==> config.mk <==
export PLATFORM = sky130hd
export DESIGN_NAME = axi4_rd_burst_master
export DESIGN_NICKNAME = d
export VERILOG_FILES = /design/src/rtl/axi4_rd_burst_master.sv
export SDC_FILE = /design/constraint.sdc
export NUM_CORES = 1
export LEC_CHECK = 0
export ABC_AREA = 0
export ABC_CLOCK_PERIOD_IN_PS = 1700
export CORE_MARGIN = 3
export CORE_UTILIZATION = 38
export CTS_CLUSTER_DIAMETER = 60
export DETAILED_ROUTE_END_ITERATION = 8
export PLACE_DENSITY_LB_ADDON = 0.1
export SETUP_SLACK_MARGIN = 0.2
export SLEW_MARGIN = 30
export SYNTH_ARGS = -nofsm -noshare
export SYNTH_HDL_FRONTEND = slang
export SYNTH_SLANG_ARGS = --single-unit
==> constraint.sdc <==
create_clock -name ACLK -period 1.7 [get_ports ACLK]
set_input_delay 0.255 -clock ACLK [delete_from_list [all_inputs] [get_ports ACLK]]
set_output_delay 0.255 -clock ACLK [all_outputs]
set_load 0.03 [all_outputs]
==> src/rtl/axi4_rd_burst_master.sv <==
// -----------------------------------------------------------------------------
// axi4_rd_burst_master
//
// Read-only AXI4 master that turns one fetch request into a single INCR or
// WRAP burst of 1..MAX_LEN beats. Only one transaction is in flight at a time.
// Beats are returned through a one-entry registered response port that
// honours consumer backpressure.
//
// Optional feature macro: AXI4_RD_ERR_EN
//   When defined, the rsp_err output is added. It is meaningful on the
//   rsp_last beat and flags any of the following:
//     - a beat returned with a SLVERR or DECERR response
//     - RLAST arriving early
//     - the expected beat count passing without RLAST
//   When the macro is undefined, RRESP is ignored.
//
// Ports
//   ACLK, ARESETn        clock; synchronous active-low reset
//   req_*                fetch request (valid/ready, byte address, beats-1)
//   rsp_*                response beat (valid/ready, data, last[, err])
//   AR*                  AXI4 read address channel (master side)
//   R*, RREADY           AXI4 read data channel (RID is ignored)
// -----------------------------------------------------------------------------
module axi4_rd_burst_master #(
   parameter int ADDR_W     = 32,
   parameter int DATA_W     = 32,
   parameter int ID_W       = 4,
   parameter int ID_VAL     = 0,
   parameter int MAX_LEN    = 8,
   parameter int BURST_WRAP = 0
) (
   input  logic                ACLK,
   input  logic                ARESETn,
   // fetch request
   input  logic                req_valid,
   output logic                req_ready,
   input  logic [ADDR_W-1:0]   req_addr,
   input  logic [((MAX_LEN > 1) ? $clog2(MAX_LEN) : 1)-1:0] req_len,
   // response beats
   output logic                rsp_valid,
   input  logic                rsp_ready,
   output logic [DATA_W-1:0]   rsp_data,
   output logic                rsp_last,
`ifdef AXI4_RD_ERR_EN
   output logic                rsp_err,
`endif
   // AXI4 AR channel
   output logic                ARVALID,
   input  logic                ARREADY,
   output logic [ADDR_W-1:0]   ARADDR,
   output logic [ID_W-1:0]     ARID,
   output logic [7:0]          ARLEN,
   output logic [2:0]          ARSIZE,
   output logic [1:0]          ARBURST,
   output logic                ARLOCK,
   output logic [3:0]          ARCACHE,
   output logic [2:0]          ARPROT,
   output logic [3:0]          ARQOS,
   output logic [3:0]          ARREGION,
   // AXI4 R channel
   input  logic                RVALID,
   input  logic [DATA_W-1:0]   RDATA,
   input  logic [1:0]          RRESP,
   input  logic                RLAST,
   input  logic [ID_W-1:0]     RID,
   output logic                RREADY
);

   localparam int LEN_W = (MAX_LEN > 1) ? $clog2(MAX_LEN) : 1;
   localparam int OFF_W = $clog2(DATA_W / 8);
   // Clears the byte-within-beat offset so every burst starts on a beat boundary.
   localparam logic [ADDR_W-1:0] ADDR_MASK = ~(ADDR_W'(DATA_W / 8 - 1));

   typedef enum logic [1:0] {
      IDLE = 2'd0,
      ADDR = 2'd1,
      DATA = 2'd2
   } state_t;

   state_t              state_q, state_d;
   logic                arvalid_q, arvalid_d;
   logic [ADDR_W-1:0]   araddr_q, araddr_d;
   logic [LEN_W-1:0]    len_q, len_d;
   logic                rsp_valid_q, rsp_valid_d;
   logic [DATA_W-1:0]   rsp_data_q, rsp_data_d;
   logic                rsp_last_q, rsp_last_d;
   logic                rready;
   logic                r_hs;
`ifdef AXI4_RD_ERR_EN
   logic [LEN_W-1:0]    cnt_q, cnt_d;
   logic                err_acc_q, err_acc_d;
   logic                rsp_err_q, rsp_err_d;
   logic                beat_err;
`endif

   // ------------------------------------------------------------------
   // Next-state and combinational outputs
   // ------------------------------------------------------------------
   always_comb begin
      state_d     = state_q;
      arvalid_d   = arvalid_q;
      araddr_d    = araddr_q;
      len_d       = len_q;
      rsp_valid_d = rsp_valid_q;
      rsp_data_d  = rsp_data_q;
      rsp_last_d  = rsp_last_q;
`ifdef AXI4_RD_ERR_EN
      cnt_d       = cnt_q;
      err_acc_d   = err_acc_q;
      rsp_err_d   = rsp_err_q;
      beat_err    = 1'b0;
`endif
      // req_ready is forced low while reset is asserted.
      req_ready   = (state_q == IDLE) && ARESETn;
      // Only take a beat when the response register is free or draining now.
      rready      = (state_q == DATA) && (!rsp_valid_q || rsp_ready);
      r_hs        = RVALID && rready;

      case (state_q)
         IDLE: begin
            if (req_valid) begin
               araddr_d  = req_addr & ADDR_MASK;
               len_d     = req_len;
               arvalid_d = 1'b1;
               state_d   = ADDR;
            end
         end
         ADDR: begin
            if (ARREADY) begin
               arvalid_d = 1'b0;
               state_d   = DATA;
`ifdef AXI4_RD_ERR_EN
               cnt_d     = '0;
               err_acc_d = 1'b0;
`endif
            end
         end
         DATA: begin
            // RLAST alone ends the burst, even if the beat count disagrees.
            if (r_hs && RLAST) begin
               state_d = IDLE;
            end
         end
         default: state_d = IDLE;
      endcase

      // The response register drains in any state, so a new AR can be issued
      // while the final beat of the previous burst is still waiting here.
      if (r_hs) begin
         rsp_valid_d = 1'b1;
         rsp_data_d  = RDATA;
         rsp_last_d  = RLAST;
`ifdef AXI4_RD_ERR_EN
         beat_err    = RRESP[1]
                     | ( RLAST && (cnt_q != len_q))
                     | (!RLAST && (cnt_q == len_q));
         err_acc_d   = err_acc_q | beat_err;
         cnt_d       = cnt_q + LEN_W'(1);
         rsp_err_d   = RLAST ? (err_acc_q | beat_err) : 1'b0;
`endif
      end else if (rsp_ready) begin
         rsp_valid_d = 1'b0;
      end
   end

   // ------------------------------------------------------------------
   // State registers
   // ------------------------------------------------------------------
   always_ff @(posedge ACLK) begin
      if (!ARESETn) begin
         state_q     <= IDLE;
         arvalid_q   <= 1'b0;
         araddr_q    <= '0;
         len_q       <= '0;
         rsp_valid_q <= 1'b0;
         rsp_data_q  <= '0;
         rsp_last_q  <= 1'b0;
`ifdef AXI4_RD_ERR_EN
         cnt_q       <= '0;
         err_acc_q   <= 1'b0;
         rsp_err_q   <= 1'b0;
`endif
      end else begin
         state_q     <= state_d;
         arvalid_q   <= arvalid_d;
         araddr_q    <= araddr_d;
         len_q       <= len_d;
         rsp_valid_q <= rsp_valid_d;
         rsp_data_q  <= rsp_data_d;
         rsp_last_q  <= rsp_last_d;
`ifdef AXI4_RD_ERR_EN
         cnt_q       <= cnt_d;
         err_acc_q   <= err_acc_d;
         rsp_err_q   <= rsp_err_d;
`endif
      end
   end

   // ------------------------------------------------------------------
   // Outputs
   // ------------------------------------------------------------------
   assign ARVALID  = arvalid_q;
   assign ARADDR   = araddr_q;
   assign ARLEN    = 8'(len_q);
   assign ARID     = ID_W'(ID_VAL);
   assign ARSIZE   = 3'(OFF_W);
   assign ARBURST  = (BURST_WRAP != 0) ? 2'b10 : 2'b01;
   assign ARLOCK   = 1'b0;
   assign ARCACHE  = 4'd0;
   assign ARPROT   = 3'd0;
   assign ARQOS    = 4'd0;
   assign ARREGION = 4'd0;
   assign RREADY   = rready;

   assign rsp_valid = rsp_valid_q;
   assign rsp_data  = rsp_data_q;
   assign rsp_last  = rsp_last_q;

`ifdef AXI4_RD_ERR_EN
   assign rsp_err = rsp_err_q;
   logic unused_ok;
   assign unused_ok = ^{RID, RRESP[0]};
`else
   logic unused_ok;
   assign unused_ok = ^{RID, RRESP};
`endif

endmodule

* Word level (Yosys, flattened, before mapping)
Index checks and enable logic that the tools add are counted.
** Storage, ports and cells
- Register bits after elaboration :: 70
- Logic and storage cells :: 33
- Input bits :: 80
- Output and inout bits :: 102
** Cells by class
- Reductions and logical operators :: 12
- Mux-type cells :: 9
- Equal/unequal tests :: 5
** Operators by type and width (count)
- 2-bit 2-to-1 mux :: 3
- 2-bit one-hot mux with 3 select lines :: 1
- 3-bit AND reduction :: 2
- 1-bit logical AND :: 4
- 1-bit 2-to-1 mux :: 4
- 2-bit inequality test, second input constant :: 2
- 2-bit nonzero test :: 2
- 2-bit by 1-bit equality test with 1-bit output, second input constant :: 1
- 2-bit equality test, second input constant :: 1
- 2-bit zero test :: 1
- 2-bit by 1-bit inequality test with 1-bit output, second input constant :: 1
- 1-bit one-hot mux with 2 select lines :: 1
- 2-bit AND reduction :: 1
- 1-bit zero test :: 1
- 1-bit logical OR :: 1

* Longest topological paths before layout
- Word-level depth :: 7
- Mapped depth :: 6
- Depth with buffers taken out :: 3

* Worst setup path before layout
Ideal clock, no wire load.
- Kind :: register to register
- From :: register rsp_valid_q, in the netlist rsp_valid
- To :: register rsp_valid_q, in the netlist rsp_valid
- Setup slack :: 0.293 ns
- Buffers on the path :: 2
- Cell stages (with the launch flop) :: 6
- Arrival :: 1.292 ns
- Setup time :: 0.115 ns
- Clock period less this slack :: 1.407 ns
- Data required time :: 1.585 ns
- Cell sequence :: dfxtp_1 nor2b_1 nor3b_2 buf_6 buf_12 o21a_1
** Between the ends
- Word-level cells in the longest chain between the ends :: 5
- Elaborated cells on any way between the ends :: 6
- Classes of those cells :: mux (1); reduce/logical (5)
** RTL lines
- start: declaration :: RTL line 84 : logic rsp_valid_q, rsp_valid_d;
- start signal: assignment :: RTL line 188 : rsp_valid_q <= rsp_valid_d;
- 1-bit zero test (*) :: RTL line 116 : rready = (state_q == DATA) && (!rsp_valid_q || rsp_ready);
- 1-bit logical OR (*) :: RTL line 116
- 1-bit logical AND (*) :: RTL line 116
- 1-bit logical AND (*) :: RTL line 117 : r_hs = RVALID && rready;
- 1-bit 2-to-1 mux or 2-bit nonzero test (tied branches)
Every way passes the cells marked *; elsewhere a longest branch is shown, timed or not.
A chain may end at the register's enable or synchronous reset.

* Final worst setup path
- From :: register rsp_valid_q, in the netlist rsp_valid
- To :: output port RREADY
** Between the ends
- Word-level cells in the longest chain between the ends :: 3
** RTL lines
- 1-bit zero test :: RTL line 116
- 1-bit logical OR :: RTL line 116
- 1-bit logical AND :: RTL line 116
- end: declaration :: RTL line 66 : output logic RREADY
No other way between the ends.

==> summary.md <==
| Metric | Value |
|---|---|
| Final hold violation count | `0` |
| Final wirelength | `7.25 mm` |
| Largest stage delay on the critical path | `around 330 ps` |
| Num Clock Sinks | `70` |
| DIE HEIGHT | `96.7 um` |
| Core Region | `between 7000 and 8000 um^2` |
| M3 GR Usage | `between 7 and 8%` |
| Met2 Usage GRT | `between 20 and 25%` |
| Via count | `between 2k and 3k` |
| Initial Util | `between 30% and 40%` |
| Crit-path max FO | `3` |
| Outcome | `complete, no violations` |
| Busiest grt layer | `met2` |
| Die Wd | `slightly below 100 um` |
| Hold WS | `245 ps` |
| Row count | `32` |
| Crit path depth | `4` |
| CP bufs+invs | `2` |
| Cts hold-fix bufs | `0` |
| Element type at the critical path end | `primary output` |
| Finished Core Util | `59.3%` |
| Critical Path AT | `1180 ps` |
| RR Endpoint | `rsp_data[7]` |
| FF+latch area | `around 1400 um^2` |
| Worst hold path type | `input port to flop` |
| CTS clk-pin slew, worst paths | `70 ps` |
| Total setup buffers inserted after CTS | `0` |
| Antenna violations before repair | `0` |
| H-tree Lvls | `3` |
| Die area | `9360 um^2` |
| N_diodes | `0` |
| Post-synth top area cell | `dfxtp_1` |
| Reg2Reg Depth | `4` |
| Async set or reset register ratio after synthesis | `0%` |
| Fmax | `just under 700 MHz` |
| RR Startpoint | `state_q[0]` |
| Routed WL per cell | `around 12 um` |
| Startpoint Class | `flop` |
| Maximum vdd drop | `521 uV` |
| Slew Limit Fails | `0` |
| Footprint of the multi-input gates | `about 1400 um^2` |
| Critical Path RT | `about 1400 ps` |
| Synth warnings | `0` |
| Root Buffer | `clkbuf_8` |
| Max Root-Sink Buffers | `2` |
| Fin Clk Skew | `~6 ps` |
| DRC violations left | `0` |
| Pin count of the biggest net entering global routing | `52` |
| Number of synthesized flops with an enable pin | `0` |
| Ratio of final minimum period to clock period | `roughly 85%` |
| Synth top area share | `approximately 45%` |
| # IOs | `roughly 180` |
| Grt met1 use | `between 10% and 20%` |
| DRT iter0 DRCs | `34` |
| Vias in the first global route | `2448` |
| Routed vias/inst | `about 4.3` |
| Most common cell in the netlist | `nand2_1` |
| Top cells by count, synth | `103 x nand2_1, 70 x dfxtp_1, 34 x mux2i_1` |
| PwrDens | `889 nW/um^2` |
| Worst Setup SP | `rsp_valid` |
| CP max stage cell | `dfxtp_1` |
| Fillers | `749` |
| Final ANT Viol Nets | `0` |
| Worst skew pair latency | `approximately 320 ps` |
| Leakage power total | `2.10 nW` |
| Placed cells | `roughly 570` |
| Fraction of layout cells with a size suffix above 1 | `13.9%` |
| Seq/Total Area, Yosys | `44.8%` |
| Setup violators final | `0` |
| Synth cell types | `23` |
| FF-to-FF setup slack | `around 340 ps` |
| Critical-path cell list | `nor2b_2 > buf_4 > nor2_4 > buf_6` |
| Worst setup path end | `RREADY` |
| Most used DFF post-synth | `dfxtp_1` |
| Top cells by area, synth | `dfxtp_1 45%, nand2_1 12%, mux2i_1 11%` |
| MaxCap Viol Count | `0` |
| Mean Syn Cell Area | `roughly 9.1 um^2` |
| First-pass GRT wire length | `around 12 mm` |
| Post-Syn Area | `3130 um^2` |
| Cells after synthesis | `~350` |
| Congestion Overflow GR | `0` |
| PortBufs | `between 100 and 150` |
| RSZ-0062 raised after global routing | `no` |
| Yosys reg bits | `70` |
| Nets | `roughly 560` |
| RD Place Congestion | `0.708` |
| Worst setup path category | `flop to primary output` |
| GRT Resource Usage Total | `between 15 and 20%` |
| Cell family with most CP delay | `flip-flops` |
| First-pass DRT Iterations | `4` |
| Area growth from synthesis to layout | `48.8%` |
| CTS buffer count | `9` |
| CTS tree | `yes` |
| Post-detail-place hpwl | `between 5 and 6 mm` |
| Post-route insts no fill | `590` |
| Fin crit period | `around 1400 ps` |
[power breakdown]
group / switching (mW) / internal [mW]
Combinational: 0.441 / 0.322
Sequential: 0.0438 / 1.71
Clock: 0.606 / 1.01
[metrics by stage]
| step | area (um^2) | total power [mW] | setup slack [ps] | setup TNS [ps] |
|---|---|---|---|---|
| 6_report | 4650 | 4.14 | 262 | 0 |
| 5_1_grt | 4650 | 4.33 | 205 | 0 |
| 4_1_cts | 4640 | 4.20 | 204 | 0 |
| 3_5_place_dp | 4480 | 2.61 | -11.2 | -19.3 |
| 3_3_place_gp | 4480 | 2.60 | 21.2 | 0 |
| 2_1_floorplan | 3240 | 2.31 | 293 | 0 |
[tightest hold or removal path: stages]
cell and delay [ps]:
buf_2 130, nand2b_1 90, nor2_1 50
[how the worst min path moves through the flow]
stage                 start           end  slack, ps  depth (start not counted)
4_1_cts             ARESETn    state_q[0]        230                          3
3_5_place_dp   rsp_data[10]  rsp_data[10]        450                          2
3_3_place_gp    rsp_data[0]   rsp_data[0]        440                          2
5_1_grt             ARESETn    state_q[0]        250                          3
6_report            ARESETn    state_q[0]        250                          3
2_1_floorplan  req_addr[10]    ARADDR[10]        390                          2
[flip-flops by register name (all words and copies together) (netlist names)]
signal / flops
rsp_valid: 1
ARVALID: 1
state_q: 2
rsp_data: 32
len_q: 3
rsp_last: 1
ARADDR: 30
[metal layers]
| metal | share of wire (%) | vias up |
|---|---|---|
| met5 | 0 | - |
| met3 | 10 | 9 |
| met2 | 45 | 106 |
| met4 | 1.2 | 0 |
| met1 | 44 | 1130 |
| li1 | - | 1309 |
[cell type report]
class	count	area share, %
flip-flops and latches	70	30.2
inverters	1	0.0806
repair buffers	152	30.9
multi-input cells	249	30.8
well taps	102	2.74
clock buffers	10	2.96
clock inverters	6	2.34
[what timing repair did]
action	in CTS	in global routing
gates resized for setup	71	3
setup endpoints to repair	69	9
pin swaps	0	1
cloned	0	0
hold endpoints to repair	0	0
[logic make-up (layout without fill, tap and decap cells)]
kind of cell / count (synthesis) / count (layout) / share of synthesized area (%)
other: 2 / 32 / 0.240
and+or+nand+nor: 144 / 144 / 21.1
AOI/OAI and AO/OA: 39 / 39 / 9.28
buffers and inverters: 56 / 169 / 13.7
muxes: 34 / 34 / 10.9
DFF: 70 / 70 / 44.8
[placed cells by master, fill, tap and decap left out, types with 2 or more instances in the layout]
cell and count:
conb_1 32, o21bai_1 2, mux2i_1 34, clkbuf_8 10, nor2_1 2, dfxtp_1 68, nand2_2 30, dlygate4sd2_1 68
a21boi_0 5, nand2_1 103, a21boi_1 30, buf_4 9, buf_12 3, dfxtp_2 2, clkdlybuf4s50_1 70, bufinv_16 3
nor3b_4 2, clkinv_2 2
No activity file was read; power rests on OpenSTA's default activity.
